## src/rtl/eth_sync_feeder.sv

```systemverilog
// eth_sync_feeder: FIFO that paces words to a clock-domain synchronizer as spaced single-cycle strobes
module eth_sync_feeder #(
  parameter int         WIDTH      = 16,
  parameter int         DEPTH_LOG2 = 2,
  parameter logic [7:0] GAP        = 8'd16
) (
  input  logic                  clka,
  input  logic                  res,
  input  logic                  wr_en,
  input  logic [WIDTH-1:0]      wr_data,
  output logic                  full,
  output logic                  empty,
  output logic [DEPTH_LOG2:0]   level,
  output logic                  ovf,
  input  logic                  ovf_clr,
  output logic                  ena_buf,
  output logic [WIDTH-1:0]      buf_data,
  output logic                  busy
);
  localparam int DEPTH = 1 << DEPTH_LOG2;
  logic [WIDTH-1:0] mem [DEPTH];
  logic [DEPTH_LOG2-1:0] wp, rp;
  logic [7:0] cnt;
  logic pop, accept, ovf_set;
  assign full    = level == (DEPTH_LOG2 + 1)'(DEPTH);
  assign empty   = level == '0;
  assign busy    = cnt != 8'd0;
  assign pop     = !empty && !busy && !ena_buf;
  assign accept  = wr_en && (!full || pop);
  assign ovf_set = wr_en && full && !pop;
  // storage array; no reset needed since level gates every read
  always_ff @(posedge clka) begin
    if (accept) mem[wp] <= wr_data;
  end
  // pointers, occupancy, overflow flag, holdoff counter and strobe output
  always_ff @(posedge clka or negedge res) begin
    if (!res) begin
      wp       <= '0;
      rp       <= '0;
      level    <= '0;
      ovf      <= 1'b0;
      cnt      <= 8'd0;
      ena_buf  <= 1'b0;
      buf_data <= '0;
    end else begin
      wp       <= accept ? wp + 1'b1 : wp;
      rp       <= pop ? rp + 1'b1 : rp;
      level    <= (accept && !pop) ? level + 1'b1 : (!accept && pop) ? level - 1'b1 : level;
      ovf      <= ovf_set ? 1'b1 : ovf_clr ? 1'b0 : ovf;
      cnt      <= pop ? GAP : busy ? cnt - 8'd1 : cnt;
      ena_buf  <= pop;
      buf_data <= pop ? mem[rp] : buf_data;
    end
  end
endmodule

```

## config.mk

```make
export PLATFORM = sky130hd
export DESIGN_NAME = eth_sync_feeder
export DESIGN_NICKNAME = d
export VERILOG_FILES = /design/src/rtl/eth_sync_feeder.sv
export SDC_FILE = /design/constraint.sdc
export NUM_CORES = 1
export LEC_CHECK = 0
export ABC_AREA = 1
export CAP_MARGIN = 15
export CORE_MARGIN = 1.5
export CORE_UTILIZATION = 50
export DETAILED_ROUTE_END_ITERATION = 8
export GPL_TIMING_DRIVEN = 0
export PLACE_DENSITY = 0.73
export SLEW_MARGIN = 30
export SYNTH_ARGS = -nofsm -noshare
export SYNTH_HDL_FRONTEND = slang
export SYNTH_SLANG_ARGS = --single-unit
```

## constraint.sdc

```tcl
create_clock -name clka -period 2.18 [get_ports clka]
set_clock_uncertainty 0.05 [all_clocks]
set_input_delay 0.218 -clock clka [delete_from_list [all_inputs] [get_ports clka]]
set_output_delay 0.218 -clock clka [all_outputs]
set_load 0.01 [all_outputs]
```

==> impl_metrics.tcl, run 1 <==
set metrics [dict create \
    hpwlAfterDp_um 5403 \
    drive_above_1_share 0.1785 \
    worstPathArrival_ps 2380 \
    design_power_total_mw 6.732 \
    clkPwrFrac 0.198 \
    mappedNetlistArea_sq_um 3995 \
    number_of_antenna_violations_at_the_first_check_in_global_routing 0 \
    tritoncts "built" \
    setup_viol_count_final 9 \
    floorplan.initialDensity 0.5170 \
    drt_pass1_iterations 5 \
    worst-slew-pin-transition_ps 606.0 \
    clock_sink_count 97 \
    multi_input_comb_area_sq_um 1167 \
    first_pass_grt_wire_length_um 13900 \
    grt_max_degree 27 \
    place_congestion 0.7538 \
    number_of_h_tree_levels 3 \
    critical_path.max_fanout 5 \
    layout-area-overhead-vs-synth_pct 27.97 \
    worst-setup-path-type "flip-flop to flip-flop" \
    synthesis.yosys.warnings 0 \
    drt-initial-drc-count 196 \
    min_period_over_period 1.004 \
    globalRouteMet1Util 0.2578 \
    ant_diodes 0 \
    dr_total_vias 2775 \
    worst-endpoint-required_ps 2370 \
    cts-root-to-sink-buffers 2 \
    pre_cts_slack_ps -186.5 \
    die_x_um 92.39 \
    max_slew_margin 0.5960 \
    layout_min_cycle_time_ps 2189 \
    failed_checks "setup timing" \
    synth_seq_area_share 0.6878 \
    critical_path.startpoint_type "flip-flop" \
    worst_setup_path_end_kind "flip-flop" \
    outcome "finished, violations left" \
    port_buffers 43 \
    final_report_hold_violation_count 0 \
    fp.dieH_um 92.39 \
    tritoncts.num_buffers 9 \
    first_global_vias 2805 \
    syn_area_per_cell_sq_um 11.29 \
    n_fill_cell 585 \
    overall_fraction_of_global_route_tracks_in_use 0.2185 \
    drt-wirelength-per-cell_um 15.84 \
    synth_area_leaders "edfxtp_1 (48%), dfrtp_1 (21%), nor2_1 (10%)" \
    finalWirelength_um 8537 \
    postSynthNetCount 382 \
    clkLatencyLatePin_ps 360 \
    netSwitchingFraction 0.3522 \
    most-common-layout-cells "nor2_1 (104), edfxtp_1 (64), o21ai_0 (44), clkdlybuf4s50_1 (41), dfrtp_1 (31)" \
    ys_seq_elements 97 \
    antenna_violating_nets_post_route 0 \
    path_clk_slew_ps 100 \
    route.detailed.vias_per_inst 5.148 \
    syn_inst 354 \
    clock_tree.root_cell "clkbuf_8" \
    reg2reg_setup_slack_ps -9 \
    cap_violations 0 \
    io-pin-count 44 \
    layout.cells.most_common "nor2_1" \
    fin_cells 539 \
    coreArea_sq_um 7727 \
    drc 0 \
    power_density_nw_per_um2 1317 \
    synth_top_area_cell "edfxtp_1" \
    min_path_type "input port to asynchronous set/reset pin" \
    p_sw_mw 2.371 \
    cell_internal_pwr_mw 4.361 \
    setup_slack_of_the_critical_path_after_layout_ps -9.101 \
    grt_busiest_layer "met2" \
    number_of_placement_rows 32 \
    final_area_sq_um 5112 \
    ir_worst_vdd_v 0.0005410 \
    maxSlewViolCount 0 \
    cellLeakagePower_nw 1.998 \
    final_core_utilization 0.6616 \
    synthDistinctLibCells 32 \
    grt_util_met2 0.3928 \
    met3_usage 0.04926 \
    number_of_placed_cells_counting_well_taps 504 \
    grt_remaining_overflow 0 \
    power.sequential.fraction 0.417 \
    nNetsFinal 460 \
    rsz0062_at_grt "yes" \
    pwr-share-comb 0.386 \
    area_used_by_sequential_logic_in_the_layout_sq_um 2750 \
    placedInstanceArea_sq_um 4646 \
    synthDominantCellAreaShare 0.4811 \
    area_of_the_die_sq_um 8535 \
    fmax_ghz 0.4568 \
]
[Yosys cell counts (all sizes together)]
library cell	number
nor2	114
buf	9
ha	7
xnor2	2
clkbuf	4
fa	1
nand3	6
o22ai	1
xor2	2
o21ai	53
nand2	24
or2	1
nand4	1
edfxtp	64
nor3	1
dfrtp	33
nand3b	1
nor3b	1
a21oi	4
mux2	1
inv	24
[path summary, 6_finish.rpt]
path / to / cells after the start / from
setup / recovery: level[2] / 13 / cnt[5]
hold reg to reg: buf_data[2] / 2 / buf_data[2]
max in group asynchronous: level[0] / 3 / res
setup reg to reg: level[2] / 13 / cnt[5]
hold / removal: buf_data[13] / 2 / res
min in group clka: ovf / 2 / ovf_clr
[power groups by stage]
stage	combinational [mW]	clock (mW)	sequential [mW]
4_1_cts	2.48	1.35	2.80
2_1_floorplan	1.24	0	2.89
3_3_place_gp	2.12	0	2.84
3_5_place_dp	2.27	0	2.85
5_1_grt	2.89	1.43	2.86
6_report	2.60	1.33	2.80
[layer usage]
| layer | part of all wire | up-vias |
|---|---|---|
| li1 | - | 1341 |
| met1 | 0.39 | 1347 |
| met2 | 0.54 | 79 |
| met3 | 0.055 | 8 |
| met4 | 0.010 | 0 |
| met5 | 0 | - |
[per-stage QoR]
step | hold slack [ps] | setup TNS [ps]
global placement | 410.3 | -36080
CTS | 185.5 | 0
finish | 193.3 | -39.26
floorplan | -127.6 | -1047
detailed placement | 40.97 | -334.6
global route | 192.6 | -2209
[worst max-delay path: stages (launching register included)]
cell and delay (ps):
dfrtp_1 420, nor2_2 180, nand2_4 90, nor2_8 130
nand2_4 80, nand2_4 100, nand2_8 60, inv_4 60
ha_4 130, inv_4 40, fa_2 360, a21oi_2 140
o21ai_1 90, xor2_1 140
[layout make-up]
class / count / area share
Sequential cell: 97 / 0.5379
Multi-Input combinational cell: 220 / 0.2283
Timing Repair Buffer: 67 / 0.1263
Tap cell: 102 / 0.02496
Clock buffer: 9 / 0.02423
Clock inverter: 7 / 0.02105
Inverter: 24 / 0.01958
Buffer: 13 / 0.01762
[registers in the layout (all words and copies together) (netlist names)]
register	count
buf_data	16
cnt	8
ena_buf	1
level	3
mem	64
ovf	1
rp	2
wp	2
[kinds of logic (layout without fill, tap and decap cells)]
family | after synthesis | in the layout | synth area share
AO/OA/AOI/OAI | 58 | 58 | 0.07297
XOR/XNOR | 4 | 4 | 0.008771
adder cells (fa/ha/maj) | 8 | 8 | 0.02693
buffers and inverters | 37 | 120 | 0.04259
flip-flops | 97 | 97 | 0.6878
multiplexers | 1 | 1 | 0.002818
AND/OR/NAND/NOR | 149 | 149 | 0.1582
[repair_timing]
item,in CTS,in global routing
pin swaps,5,6
hold endpoints to repair,33,0
resized for setup,11,12
endpoints found under the setup margin,2,3
buffers inserted,12,6
hold buffers,1,0
(Power assumes the default switching activity.)
==> run 2: changes to the inputs <==
PLACE_DENSITY = 0.75   (was 0.73)
==> run 2 against run 1 <==
Against the previous run:
- the run now ends clean
- fmax increased by 2.4%
- clock-buffer cell count increased by 1
- die area unchanged
- non-clock buffer count is 8 lower
- sequential share of layout area increased by 0.77 points
==> impl_metrics.tcl, run 2 (synthesized netlist as in run 1, its figures left out) <==
set metrics [dict create \
    largest_register_ffs 64 \
    number_of_placed_cells_counting_well_taps 503 \
    globalRouteMet1Util 0.2650 \
    worst-endpoint-required_ps 2370 \
    critical_path.slowest_cell "dfrtp_1" \
    number_of_h_tree_levels 3 \
    clkLatencyLatePin_ps 360 \
    multi_input_comb_area_sq_um 1186 \
    min_period_over_period 0.9810 \
    hpwlAfterDp_um 5383 \
    worst-slew-pin-transition_ps 526.0 \
    cell_family_with_most_cp_delay "adder cells" \
    dr_total_vias 2674 \
    area_used_by_sequential_logic_in_the_layout_sq_um 2750 \
    slowest_delay_ps 400 \
    crit_chain "inv_2, ha_4, nand2_4, nor2_8, nand2_4, nand2_4, nand2_8, inv_4, ha_4, inv_4, fa_2, a21oi_2, o21ai_1, xor2_1" \
    drc 0 \
    cap_violations 0 \
    max_slew_margin 0.6485 \
    finalWirelength_um 7925 \
    floorplan.initialDensity 0.5170 \
    tritoncts.num_buffers 9 \
    io-pin-count 44 \
    tritoncts "built" \
    largest-register "mem" \
    drt_pass1_iterations 4 \
    fp.dieH_um 92.39 \
    reg2reg_setup_slack_ps 40 \
    fin_cells 531 \
    min_path_type "input port to asynchronous set/reset pin" \
    worst-setup-path-type "flip-flop to flip-flop" \
    drt-initial-drc-count 173 \
    cts-root-to-sink-buffers 2 \
    grt_busiest_layer "met2" \
    ir_worst_vdd_v 0.0005479 \
    number_of_antenna_violations_at_the_first_check_in_global_routing 0 \
    cpMostUsedCell "nand2_4" \
    first_global_vias 2607 \
    power_density_nw_per_um2 1287 \
    area_of_the_die_sq_um 8535 \
    grt_remaining_overflow 0 \
    critical_path.startpoint_type "flip-flop" \
    number_of_placement_rows 32 \
    path_clk_slew_ps 90 \
    final_core_utilization 0.6522 \
    coreArea_sq_um 7727 \
    met3_usage 0.02463 \
    first_pass_grt_wire_length_um 12770 \
    nNetsFinal 452 \
    layout.cells.most_common "nor2_1" \
    most-common-layout-cells "nor2_1 (104), edfxtp_1 (64), o21ai_0 (44), clkdlybuf4s50_1 (41), dfrtp_1 (31)" \
    clock_tree.root_cell "clkbuf_8" \
    fmax_ghz 0.4676 \
    layout-area-overhead-vs-synth_pct 26.15 \
    port_buffers 43 \
    grt_util_met2 0.3297 \
    drt-wirelength-per-cell_um 14.92 \
    route.detailed.vias_per_inst 5.036 \
    setup_viol_count_final 0 \
    worst_setup_path_end_kind "flip-flop" \
    ant_diodes 0 \
    maxSlewViolCount 0 \
    antenna_violating_nets_post_route 0 \
    final_report_hold_violation_count 0 \
    n_fill_cell 582 \
    cellLeakagePower_nw 1.944 \
    minimum_hold_slack_ps 229.1 \
    place_congestion 0.7802 \
    drive_above_1_share 0.1632 \
    grt_max_degree 24 \
    critical_path.max_fanout 3 \
    outcome "complete, no violations" \
    layout_min_cycle_time_ps 2139 \
    worstPathArrival_ps 2330 \
    top_regs "mem: 64 flops, buf_data: 16 flops, cnt: 8 flops" \
    critical_path_buf_inv_count 3 \
    overall_fraction_of_global_route_tracks_in_use 0.1980 \
    rsz0062_at_grt "yes" \
    die_x_um 92.39 \
    clock_sink_count 97 \
]
[run 2: worst register-to-register path: stages (launching register included)]
cell and delay, ps:
dfrtp_1 400, inv_2 100, ha_4 150, nand2_4 60, nor2_8 110, nand2_4 70, nand2_4 90, nand2_8 60
inv_4 60, ha_4 120, inv_4 40, fa_2 360, a21oi_2 120, o21ai_1 80, xor2_1 140
[run 2: final timing paths]
check | startpoint | to | cells past startpoint
max | cnt[1] | level[2] | 14
min | res | ovf | 2
max reg2reg | cnt[1] | level[2] | 14
min reg2reg | rp[1] | rp[1] | 2
max in group asynchronous | res | buf_data[1] | 3
min in group clka | ovf_clr | ovf | 2
[run 2: cell type report]
type | instances | area share
sequential | 97 | 0.5457
multi-input combinational | 220 | 0.2354
timing repair buffer | 59 | 0.1187
clock buffer | 10 | 0.02532
tap | 102 | 0.02532
inverter | 24 | 0.01986
buffer | 13 | 0.01614
clock inverter | 6 | 0.01365
[run 2: power by group]
group / total (mW) / leakage [nW] / switching (mW) / internal (mW)
registers: 2.83 / 0.971 / 0.299 / 2.53
logic: 2.50 / 0.877 / 1.40 / 1.11
clock network: 1.16 / 0.0964 / 0.625 / 0.535
[run 2: through the flow]
step	TNS [ps]	cell area, sq um	setup slack (ps)	total power, mW
finish	0	5040	41.44	6.486
floorplan	-1047	4010	-16.36	4.128
detailed placement	-2415	4638	-162.2	5.122
global route	-739.9	5040	-98.08	6.906
CTS	-29.44	4917	-29.41	6.348
global placement	-35410	4568	-605.8	4.968
[run 2: timing repair]
item | CTS | global route
resized for setup | 13 | 13
pin swaps | 1 | 6
hold buffers | 1 | 0
hold endpoints to repair | 33 | 0
setup endpoints to repair | 26 | 10
buffers inserted | 3 | 8
[run 2: routing by layer]
| layer | routed length [um] | up-vias |
|---|---|---|
| met5 | 0 | - |
| met2 | 3880 | 55 |
| met3 | 282 | 11 |
| li1 | - | 1321 |
| met1 | 3624 | 1287 |
| met4 | 138 | 0 |
==> run 3: changes to the inputs <==
CAP_MARGIN = default   (was 15)
SLEW_MARGIN = 25   (was 30)
==> results of run 3 <==
Same layout as run 2: the final DEF is identical, and so are final timing and power.
